File: src/rtl/f_alu_pkg.sv
// Shared floating-ALU definitions: fclass bit indices, sticky flag indices,
// IEEE-754 single-precision constants and a one-hot class helper.
package f_alu_pkg;

  localparam int unsigned NCLS = 10;
  localparam int unsigned NFLG = 5;

  localparam logic [3:0] FCLS_NINF  = 4'd0;
  localparam logic [3:0] FCLS_NNORM = 4'd1;
  localparam logic [3:0] FCLS_NSUB  = 4'd2;
  localparam logic [3:0] FCLS_NZERO = 4'd3;
  localparam logic [3:0] FCLS_PZERO = 4'd4;
  localparam logic [3:0] FCLS_PSUB  = 4'd5;
  localparam logic [3:0] FCLS_PNORM = 4'd6;
  localparam logic [3:0] FCLS_PINF  = 4'd7;
  localparam logic [3:0] FCLS_SNAN  = 4'd8;
  localparam logic [3:0] FCLS_QNAN  = 4'd9;

  localparam int unsigned FLG_NAN  = 0;
  localparam int unsigned FLG_INF  = 1;
  localparam int unsigned FLG_SUBN = 2;
  localparam int unsigned FLG_ZERO = 3;
  localparam int unsigned FLG_SNAN = 4;

  localparam logic [7:0]  FP_EXP_MAX        = 8'hFF;
  localparam logic [31:0] DEFAULT_CANON_NAN = 32'h7FC0_0000;

  typedef logic [NCLS-1:0] fcls_t;
  typedef logic [NFLG-1:0] fflags_t;

  function automatic fcls_t cls_onehot(input logic [3:0] idx);
    fcls_t r;
    r      = '0;
    r[idx] = 1'b1;
    return r;
  endfunction

endpackage

File: src/rtl/f_classify.sv
// Combinational RISC-V fclass decoder for an IEEE-754 single value.
// Shared by several floating-ALU stages.
module f_classify
  import f_alu_pkg::*;
(
  input  logic [31:0] val,
  output fcls_t       cls
);

  logic        sign;
  logic [7:0]  expo;
  logic [22:0] frac;

  assign sign = val[31];
  assign expo = val[30:23];
  assign frac = val[22:0];

  // NOTE: every path below assigns cls, so no latch is inferred; the
  // up-front default keeps that true if a branch is added later.
  always_comb begin
    cls = '0;
    if (expo == FP_EXP_MAX) begin
      if (frac == '0)   cls = cls_onehot(sign ? FCLS_NINF : FCLS_PINF);
      else if (frac[22]) cls = cls_onehot(FCLS_QNAN);
      else               cls = cls_onehot(FCLS_SNAN);
    end else if (expo == '0) begin
      if (frac == '0) cls = cls_onehot(sign ? FCLS_NZERO : FCLS_PZERO);
      else            cls = cls_onehot(sign ? FCLS_NSUB : FCLS_PSUB);
    end else begin
      cls = cls_onehot(sign ? FCLS_NNORM : FCLS_PNORM);
    end
  end

endmodule

File: src/rtl/f_result_post.sv
// Two-stage post-processing of F_MulSub results: classify, canonicalize NaNs,
// optional flush-to-zero (define F_FTZ_EN), sticky flags, valid/ready output.
module f_result_post
  import f_alu_pkg::*;
#(
  parameter logic [31:0] CANON_NAN = DEFAULT_CANON_NAN
) (
  input  logic        CLK,
  input  logic        RST,
  input  logic        IN_VLD,
  input  logic [31:0] IN_RES,
  output logic        IN_RDY,
  output logic        OUT_VLD,
  input  logic        OUT_RDY,
  output logic [31:0] OUT_RES,
  output logic [9:0]  OUT_CLASS,
  output logic [4:0]  FLAGS,
  input  logic        FLAGS_CLR
);

  fcls_t       in_cls;
  logic        s1_vld, s2_vld;
  logic [31:0] s1_res, s2_res;
  fcls_t       s1_cls, s2_cls;
  logic        s2_subn;
  logic        s1_adv, s2_adv;
  logic        out_xfer;
  logic        s1_subn;
  logic [31:0] s2_res_d;
  fcls_t       s2_cls_d;
  fflags_t     flags_q, new_bits;

  f_classify u_classify (
    .val (IN_RES),
    .cls (in_cls)
  );

  // A full pipeline still accepts when the output drains this same cycle.
  assign s2_adv   = !s2_vld || OUT_RDY;
  assign s1_adv   = !s1_vld || s2_adv;
  assign IN_RDY   = s1_adv;
  assign out_xfer = s2_vld && OUT_RDY;

  assign s1_subn = s1_cls[FCLS_NSUB] | s1_cls[FCLS_PSUB];

  always_comb begin
    s2_res_d = s1_res;
    s2_cls_d = s1_cls;
    if (s1_cls[FCLS_SNAN] || s1_cls[FCLS_QNAN]) begin
      s2_res_d = CANON_NAN;
    end
`ifdef F_FTZ_EN
    else if (s1_subn) begin
      s2_res_d = {s1_res[31], 31'b0};
      s2_cls_d = cls_onehot(s1_res[31] ? FCLS_NZERO : FCLS_PZERO);
    end
`endif
  end

  // ZERO follows the reported class, so a flushed subnormal also sets it.
  always_comb begin
    new_bits = '0;
    if (out_xfer) begin
      new_bits[FLG_NAN]  = s2_cls[FCLS_SNAN] | s2_cls[FCLS_QNAN];
      new_bits[FLG_SNAN] = s2_cls[FCLS_SNAN];
      new_bits[FLG_INF]  = s2_cls[FCLS_NINF] | s2_cls[FCLS_PINF];
      new_bits[FLG_ZERO] = s2_cls[FCLS_NZERO] | s2_cls[FCLS_PZERO];
      new_bits[FLG_SUBN] = s2_subn;
    end
  end

  // NOTE: state updates use non-blocking assignments so every register
  // samples pre-edge values; the data registers are reset too because the
  // output value itself must read zero after reset.
  always_ff @(posedge CLK) begin
    if (RST) begin
      s1_vld  <= 1'b0;
      s2_vld  <= 1'b0;
      s1_res  <= '0;
      s1_cls  <= '0;
      s2_res  <= '0;
      s2_cls  <= '0;
      s2_subn <= 1'b0;
      flags_q <= '0;
    end else begin
      if (s1_adv) begin
        s1_vld <= IN_VLD;
        if (IN_VLD) begin
          s1_res <= IN_RES;
          s1_cls <= in_cls;
        end
      end
      if (s2_adv) begin
        s2_vld <= s1_vld;
        if (s1_vld) begin
          s2_res  <= s2_res_d;
          s2_cls  <= s2_cls_d;
          s2_subn <= s1_subn;
        end
      end
      // Clear first, then OR, so an event coinciding with a clear survives.
      if (FLAGS_CLR) flags_q <= new_bits;
      else           flags_q <= flags_q | new_bits;
    end
  end

  assign OUT_VLD   = s2_vld;
  assign OUT_RES   = s2_res;
  assign OUT_CLASS = s2_cls;
  assign FLAGS     = flags_q;

endmodule
File: config.mk
export PLATFORM = sky130hd
export DESIGN_NAME = f_result_post
export DESIGN_NICKNAME = d
export VERILOG_FILES = /design/src/rtl/f_alu_pkg.sv /design/src/rtl/f_classify.sv /design/src/rtl/f_result_post.sv
export SDC_FILE = /design/constraint.sdc
export NUM_CORES = 1
export LEC_CHECK = 0
export ABC_AREA = 1
export BUFFER_PORTS_ARGS = -buffer_cell sky130_fd_sc_hd__clkbuf_2
export CORE_UTILIZATION = 52
export CTS_BUF_LIST = sky130_fd_sc_hd__clkbuf_16
export CTS_CLUSTER_DIAMETER = 30
export CTS_CLUSTER_SIZE = 8
export DETAILED_ROUTE_END_ITERATION = 8
export GPL_TIMING_DRIVEN = 0
export HOLD_SLACK_MARGIN = 0.03
export PLACE_DENSITY = 0.83
export SYNTH_ARGS = -nofsm -noshare
export SYNTH_HDL_FRONTEND = slang
export SYNTH_SLANG_ARGS = --single-unit
File: constraint.sdc
create_clock -name CLK -period 1.5 [get_ports CLK]
set_clock_uncertainty 0.2 [all_clocks]
set_input_delay 0.3 -clock CLK [delete_from_list [all_inputs] [get_ports CLK]]
set_output_delay 0.3 -clock CLK [all_outputs]
set_load 0.02 [all_outputs]
==> out/summary.txt, run 1 <==
Status: complete, but fails checks
Failing checks: negative setup slack
Leakage power: 1.86 nW
CTS max path bufs: 2
Hold path startpoint: IN_RES[2]
Final hold vios: 0
R2R setup slack: 0.06 ns
#FFs+latches synth: 92
Pre-CTS setup slack: -0.0516 ns
Worst slew pin tran: 0.514 ns
Synth warnings: 0
First-pass GRT wire length: 15100 um
Worst vdd ir: 0.854 mV
Minimum clock period: 1.51 ns
Total core area: 6390 um2
# H-tree levels: 3
Crit path kind: flop to output pin
Number of global-route vias before repair: 3390
Area of placed instances: 3960 um2
XOR/XNOR share of the synthesized area: 0
Routability cong.: 0.928
# nets final: 602
RSZ-0062 raised after global routing: true
CP max stage delay: 0.38 ns
TritonCTS clock tree: done
Synth top area share: 0.534
Clock-pin slew on the worst setup and hold paths: 0.06 ns
Synth Flop Type: dfxtp_1
Largest net degree at the start of global routing: 15
Synth unique cells: 22
WL final: 9190 um
Port Buffers: 84
Data arrival, critical path: 1.01 ns
Mapped Nets: 482
Initial Utilization: 0.540
Area leader, netlist: dfxtp_1
CP startpoint: s1_vld$_SDFFE_PP0N_
# diodes: 0
Drt drc: 0
Combinational family with the most area after synthesis: simple AND/OR/NAND/NOR gates
Async SR Flop Fraction: 0
Initial antenna violation count: 0
IO Count: 86
Worst r2r src: s1_vld$_SDFFE_PP0N_
Fin. max-slew vios: 0
Finished layout cell area: 4560 um2
Mapped Cells: 445
Worst-Skew Late Latency: 0.33 ns
CP required: 1.00 ns
Crit end category: output pin
PwrDens: 1220 nW/um2
Simple-gate share of the synthesized area: 0.258
Dpl hpwl: 6090 um
Crit path buf inv count: 1
CP startpoint kind: flop
Final core occ: 0.714
Setup ws final: -0.0138 ns
Register area share after synthesis: 0.534
Cell Area, Synth: 3450 um2
DR iter-0 viols: 214
Synth top area cells: dfxtp_1 53%, nand2_1 17%, a21oi_1 13%
P&R area growth vs syn: 32.4%
Post-route non-filler standard cell count: 646
Post-synth EDFFs: 0
Std-Cell Rows: 29
ANT nets after route: 0
Critical path, cell by cell: nand3_4 -> buf_6
Die height: 83.4 um
Mux share of post-synthesis cell area: 0
Setup violators final: 1
Wire per inst: 14.2 um
Fmax: 661 MHz
Layout cells sized above 1: 0.223
Count leader, synth: nand2_1
Mean Syn Cell Area: 7.74 um2
Cells after DPL: 606
CTS Buf Count: 9
TritonRoute pass-1 iters: 5
CP max stage cell: dfxtp_4
CP Max Fanout: 5
Clock sink total: 92
Root buffer cell: clkbuf_16
Final period util: 1.01
Max_cap viols: 0
Via density: 5.46
Synth top cells by count: 152 x nand2_1, 92 x dfxtp_1, 91 x a21oi_1
Die W: 83.4 um
Total power: 0.00555 W
Grt ovf: 0
Adder-cell share of the synthesized area: 0
Die footprint: 6960 um2
CP delay by family, top: flip-flops
Tot GR Track Use: 0.274
Worst slew margin: 0.657
Via Count: 3527
Post-synthesis compound-gate area fraction: 0.151
Min-delay worst type: primary input to flop
routing by layer:
metal  global-route usage  wire (um)  up-vias
met5                    0          0        -
met4                0.182        401        0
met3               0.0388        496       36
met2                0.452       4460      147
met1                0.332       3840     1640
li1                     -          -     1704
metrics by stage:
stage	hold WS [ns]	TNS, ns
2_1_floorplan	0.239	0
3_3_place_gp	0.248	-0.452
3_5_place_dp	0.253	-1.26
4_1_cts	0.0301	-0.0562
5_1_grt	0.0432	-0.0734
6_report	0.0361	-0.0138
worst paths after layout:
check	end	cells after the start
min	s1_res[2]$_SDFFE_PP0P_	3
max reg2reg	s1_cls[2]$_SDFFE_PP0P_	6
max	IN_RDY	2
min reg2reg	OUT_RES[2]$_SDFFE_PP0P_	2
state kept, by name, indices dropped and copies added, names as in the netlist:
| signal | cells |
|---|---|
| FLAGS | 5 |
| OUT_CLASS | 10 |
| OUT_VLD | 1 |
| s1_res | 32 |
| s1_cls | 10 |
| s1_vld | 1 |
| OUT_RES | 32 |
| s2_subn | 1 |
power breakdown:
group	internal, W	switching (W)	leakage [nW]
logic	0.000190	0.000281	0.950
clock network	0.00161	0.000911	0.163
registers	0.00252	0.0000448	0.750
total	0.00432	0.00124	1.86
cell usage in the layout (no fill, tap or decap), types with 9 or more instances in the layout:
cell / instances
dlygate4sd3_1: 23
dfxtp_1: 90
o21ai_0: 11
nand3_1: 25
nor2_1: 26
a21oi_1: 91
clkbuf_1: 10
nand2_1: 152
clkbuf_2: 83
clkbuf_16: 9
cell type report:
type | instances | area [um2]
clock buffer | 9 | 225
timing repair buffer | 109 | 672
tap | 77 | 96.3
sequential | 92 | 1850
fill | 474 | 1830
multi-input combinational | 318 | 1420
inverter | 8 | 35.0
clock inverter | 6 | 104
buffer | 27 | 160
logic make-up after synthesis:
group                  Yosys count
and+or+nand+nor                214
DFF                             92
buffers and inverters           35
AOI/OAI and AO/OA              104
worst min-delay path, delay by kind of cell:
kind	cells	cell delay, ns
buf+inv	1	0.09
simple gates	1	0.06
compound gates	1	0.06
timing repair:
| action | 4_1_cts | 5_1_grt |
|---|---|---|
| pin swaps | 0 | 1 |
| endpoints found under the hold margin | 22 | 1 |
| setup endpoints to repair | 30 | 23 |
| hold buffers | 22 | 1 |
| resized for setup | 3 | 8 |
| setup buffers | 0 | 2 |
No activity file was read; power rests on OpenSTA's default activity.
==> inputs of run 2 (changes only) <==
ABC_AREA = 0   (was 1)
==> run 2 against run 1 <==
The run still ends with negative setup slack left; core utilization grew 3.5 points; die area shrank 1.7%; critical path depth grew 4; sequential power is essentially flat; sequential share of layout area shrank 1.4 points.
==> out/summary.txt, run 2 <==
Setup violators final: 12
CP delay by family, top: simple AND/OR/NAND/NOR gates
CP required: 1.50 ns
Die height: 82.7 um
Drt drc: 0
Final core occ: 0.749
Largest net degree at the start of global routing: 17
Mapped Cells: 419
Fin. max-slew vios: 0
Final period util: 1.02
Total power: 0.00578 W
Register area share after synthesis: 0.544
Leakage power: 1.93 nW
Wire per inst: 16.2 um
Initial antenna violation count: 0
R2R depth: 6
Post-synth EDFFs: 0
CTS max path bufs: 2
PwrDens: 1220 nW/um2
Crit end category: flop
Mean Syn Cell Area: 8.08 um2
Async SR Flop Fraction: 0
Die footprint: 6840 um2
Count leader, synth: nand2_1
Area of placed instances: 3910 um2
Fmax: 652 MHz
Die W: 82.7 um
Worst slew pin tran: 0.631 ns
First-pass GRT wire length: 15000 um
CP startpoint kind: flop
Worst r2r src: OUT_VLD$_SDFFE_PP0P_
Mapped Nets: 456
Clock sink total: 92
Grt ovf: 0
Clock-pin slew on the worst setup and hold paths: 0.07 ns
Sw frac: 0.239
Critical path, cell by cell: nand3b_4 -> and2_1 -> buf_6 -> buf_4 -> nand2_1 -> a21oi_1
Reg power frac: 0.447
Max_cap viols: 0
Area of the multi-input gates: 1480 um2
CP startpoint: OUT_VLD$_SDFFE_PP0P_
CP max stage cell: dfxtp_4
Area leader, netlist: dfxtp_1
# H-tree levels: 3
Setup ws final: -0.0345 ns
CP max stage delay: 0.38 ns
Hold path startpoint: IN_RES[17]
Status: complete, but fails checks
Synth top area share: 0.544
P&R area growth vs syn: 39.7%
Dpl hpwl: 6030 um
IO Count: 86
Synth top area cells: dfxtp_1 54%, nand2_1 13%, a21oi_1 11%
Final hold vios: 0
Synth Flop Type: dfxtp_1
TritonRoute pass-1 iters: 5
Crit path buf inv count: 2
Commonest non-fill, non-tap cell in the layout: nand2_1
Synth unique cells: 25
Root buffer cell: clkbuf_16
Total core area: 6310 um2
Routability cong.: 0.836
Most frequent cells in the layout: 115 x nand2_1, 90 x dfxtp_1, 87 x clkbuf_2
Synth warnings: 0
Fill count: 433
Via density: 5.65
Synth top cells by count: 118 x nand2_1, 92 x dfxtp_1, 73 x a21oi_1
# diodes: 0
Switching pwr: 0.00138 W
TNS Setup: -0.145 ns
RSZ-0062 raised after global routing: true
Std-Cell Rows: 29
Crit path kind: flop to flop
DR iter-0 viols: 297
Worst reg2reg endpoint: s1_res[31]$_SDFFE_PP0P_
Port Buffers: 84
Cell Area, Synth: 3380 um2
Worst Hold Path EP: s1_res[17]$_SDFFE_PP0P_
CTS Buf Count: 9
WL final: 10200 um
CP Max Fanout: 10
Tot GR Track Use: 0.293
Data arrival, critical path: 1.54 ns
Via Count: 3543
Layout cells sized above 1: 0.269
Min-delay worst type: primary input to flop
ANT nets after route: 0
Number of global-route vias before repair: 3214
Failing checks: negative setup slack
Initial Utilization: 0.536
Minimum clock period: 1.53 ns
Hold Crit Depth: 3
Part of the power in combinational logic: 0.098
Internal power: 0.00440 W
Pre-CTS setup slack: -0.286 ns
# nets final: 582
#FFs+latches synth: 92
TritonCTS clock tree: done
Worst-Skew Late Latency: 0.34 ns
Finished layout cell area: 4730 um2
Worst vdd ir: 1.18 mV
Clock power share: 0.455
R2R setup slack: -0.03 ns
Worst slew margin: 0.579
Register Area: 1850 um2
run 2: cell types whose count changed after synthesis, moves of 5 or more:
| cell | delta |
|---|---|
| nand2_1 | -34 |
| nor3_1 | +19 |
| a21oi_1 | -18 |
| nor2_1 | -12 |
| o21ai_0 | -8 |
| buf_2 | +6 |
| buf_4 | -5 |
| nand3b_1 | +5 |
| nor4_1 | +5 |
run 2: kinds of logic after synthesis:
family	count (synthesis)	share of synthesized area
buffers and inverters	35	0.0440
AND/OR/NAND/NOR	207	0.277
AO/OA/AOI/OAI	85	0.135
flip-flops	92	0.544
run 2: power groups by stage:
| stage | sequential, W | combinational (W) | clock [W] |
|---|---|---|---|
| after floorplan | 0.00267 | 0.000226 | 0 |
| after global placement | 0.00263 | 0.000423 | 0 |
| after detailed placement | 0.00264 | 0.000434 | 0 |
| after CTS | 0.00258 | 0.000517 | 0.00261 |
| after global routing | 0.00259 | 0.000609 | 0.00273 |
| final | 0.00259 | 0.000567 | 0.00263 |
run 2: layer usage:
metal,GRT usage,vias to the layer above,part of all wire
li1,-,1675,-
met1,0.365,1647,0.41
met2,0.478,184,0.49
met3,0.0560,37,0.072
met4,0.155,0,0.029
met5,0,-,0
run 2: timing repair:
item / in CTS / in global routing
resized for setup: 21 / 29
pin swaps: 0 / 1
cloned: 0 / 0
hold endpoints to repair: 32 / 0
hold buffers: 32 / 0
buffers inserted: 0 / 0
endpoints found under the setup margin: 76 / 78
run 2: worst max path at each step:
stage                                     to  slack, ns  cells past startpoint
CTS                  s1_res[31]$_SDFFE_PP0P_     -0.002                      6
detailed placement  OUT_RES[30]$_SDFFE_PP0P_      -0.29                      6
global placement    OUT_RES[27]$_SDFFE_PP0P_      -0.28                      6
floorplan             s1_cls[2]$_SDFFE_PP0P_       0.01                      4
global route         s1_res[30]$_SDFFE_PP0P_      -0.07                      6
finish               s1_res[31]$_SDFFE_PP0P_      -0.03                      6
run 2: worst min-delay path, cell delays in order:
cell      delay (ns)
clkbuf_2        0.10
nand2_1         0.07
a21oi_1         0.06
run 2: stage by stage:
step / std cells / hold WS, ns
after floorplan: 419 / 0.201
after global placement: 580 / 0.241
after detailed placement: 580 / 0.244
after CTS: 628 / 0.0386
after global routing: 627 / 0.0511
final: 627 / 0.0435
run 2: area by class of cell:
class	instances	area share
Buffer	30	0.0413
Clock buffer	9	0.0476
Clock inverter	7	0.0259
Inverter	4	0.00318
Multi-Input combinational cell	292	0.313
Sequential cell	92	0.391
Tap cell	77	0.0204
Timing Repair Buffer	116	0.157
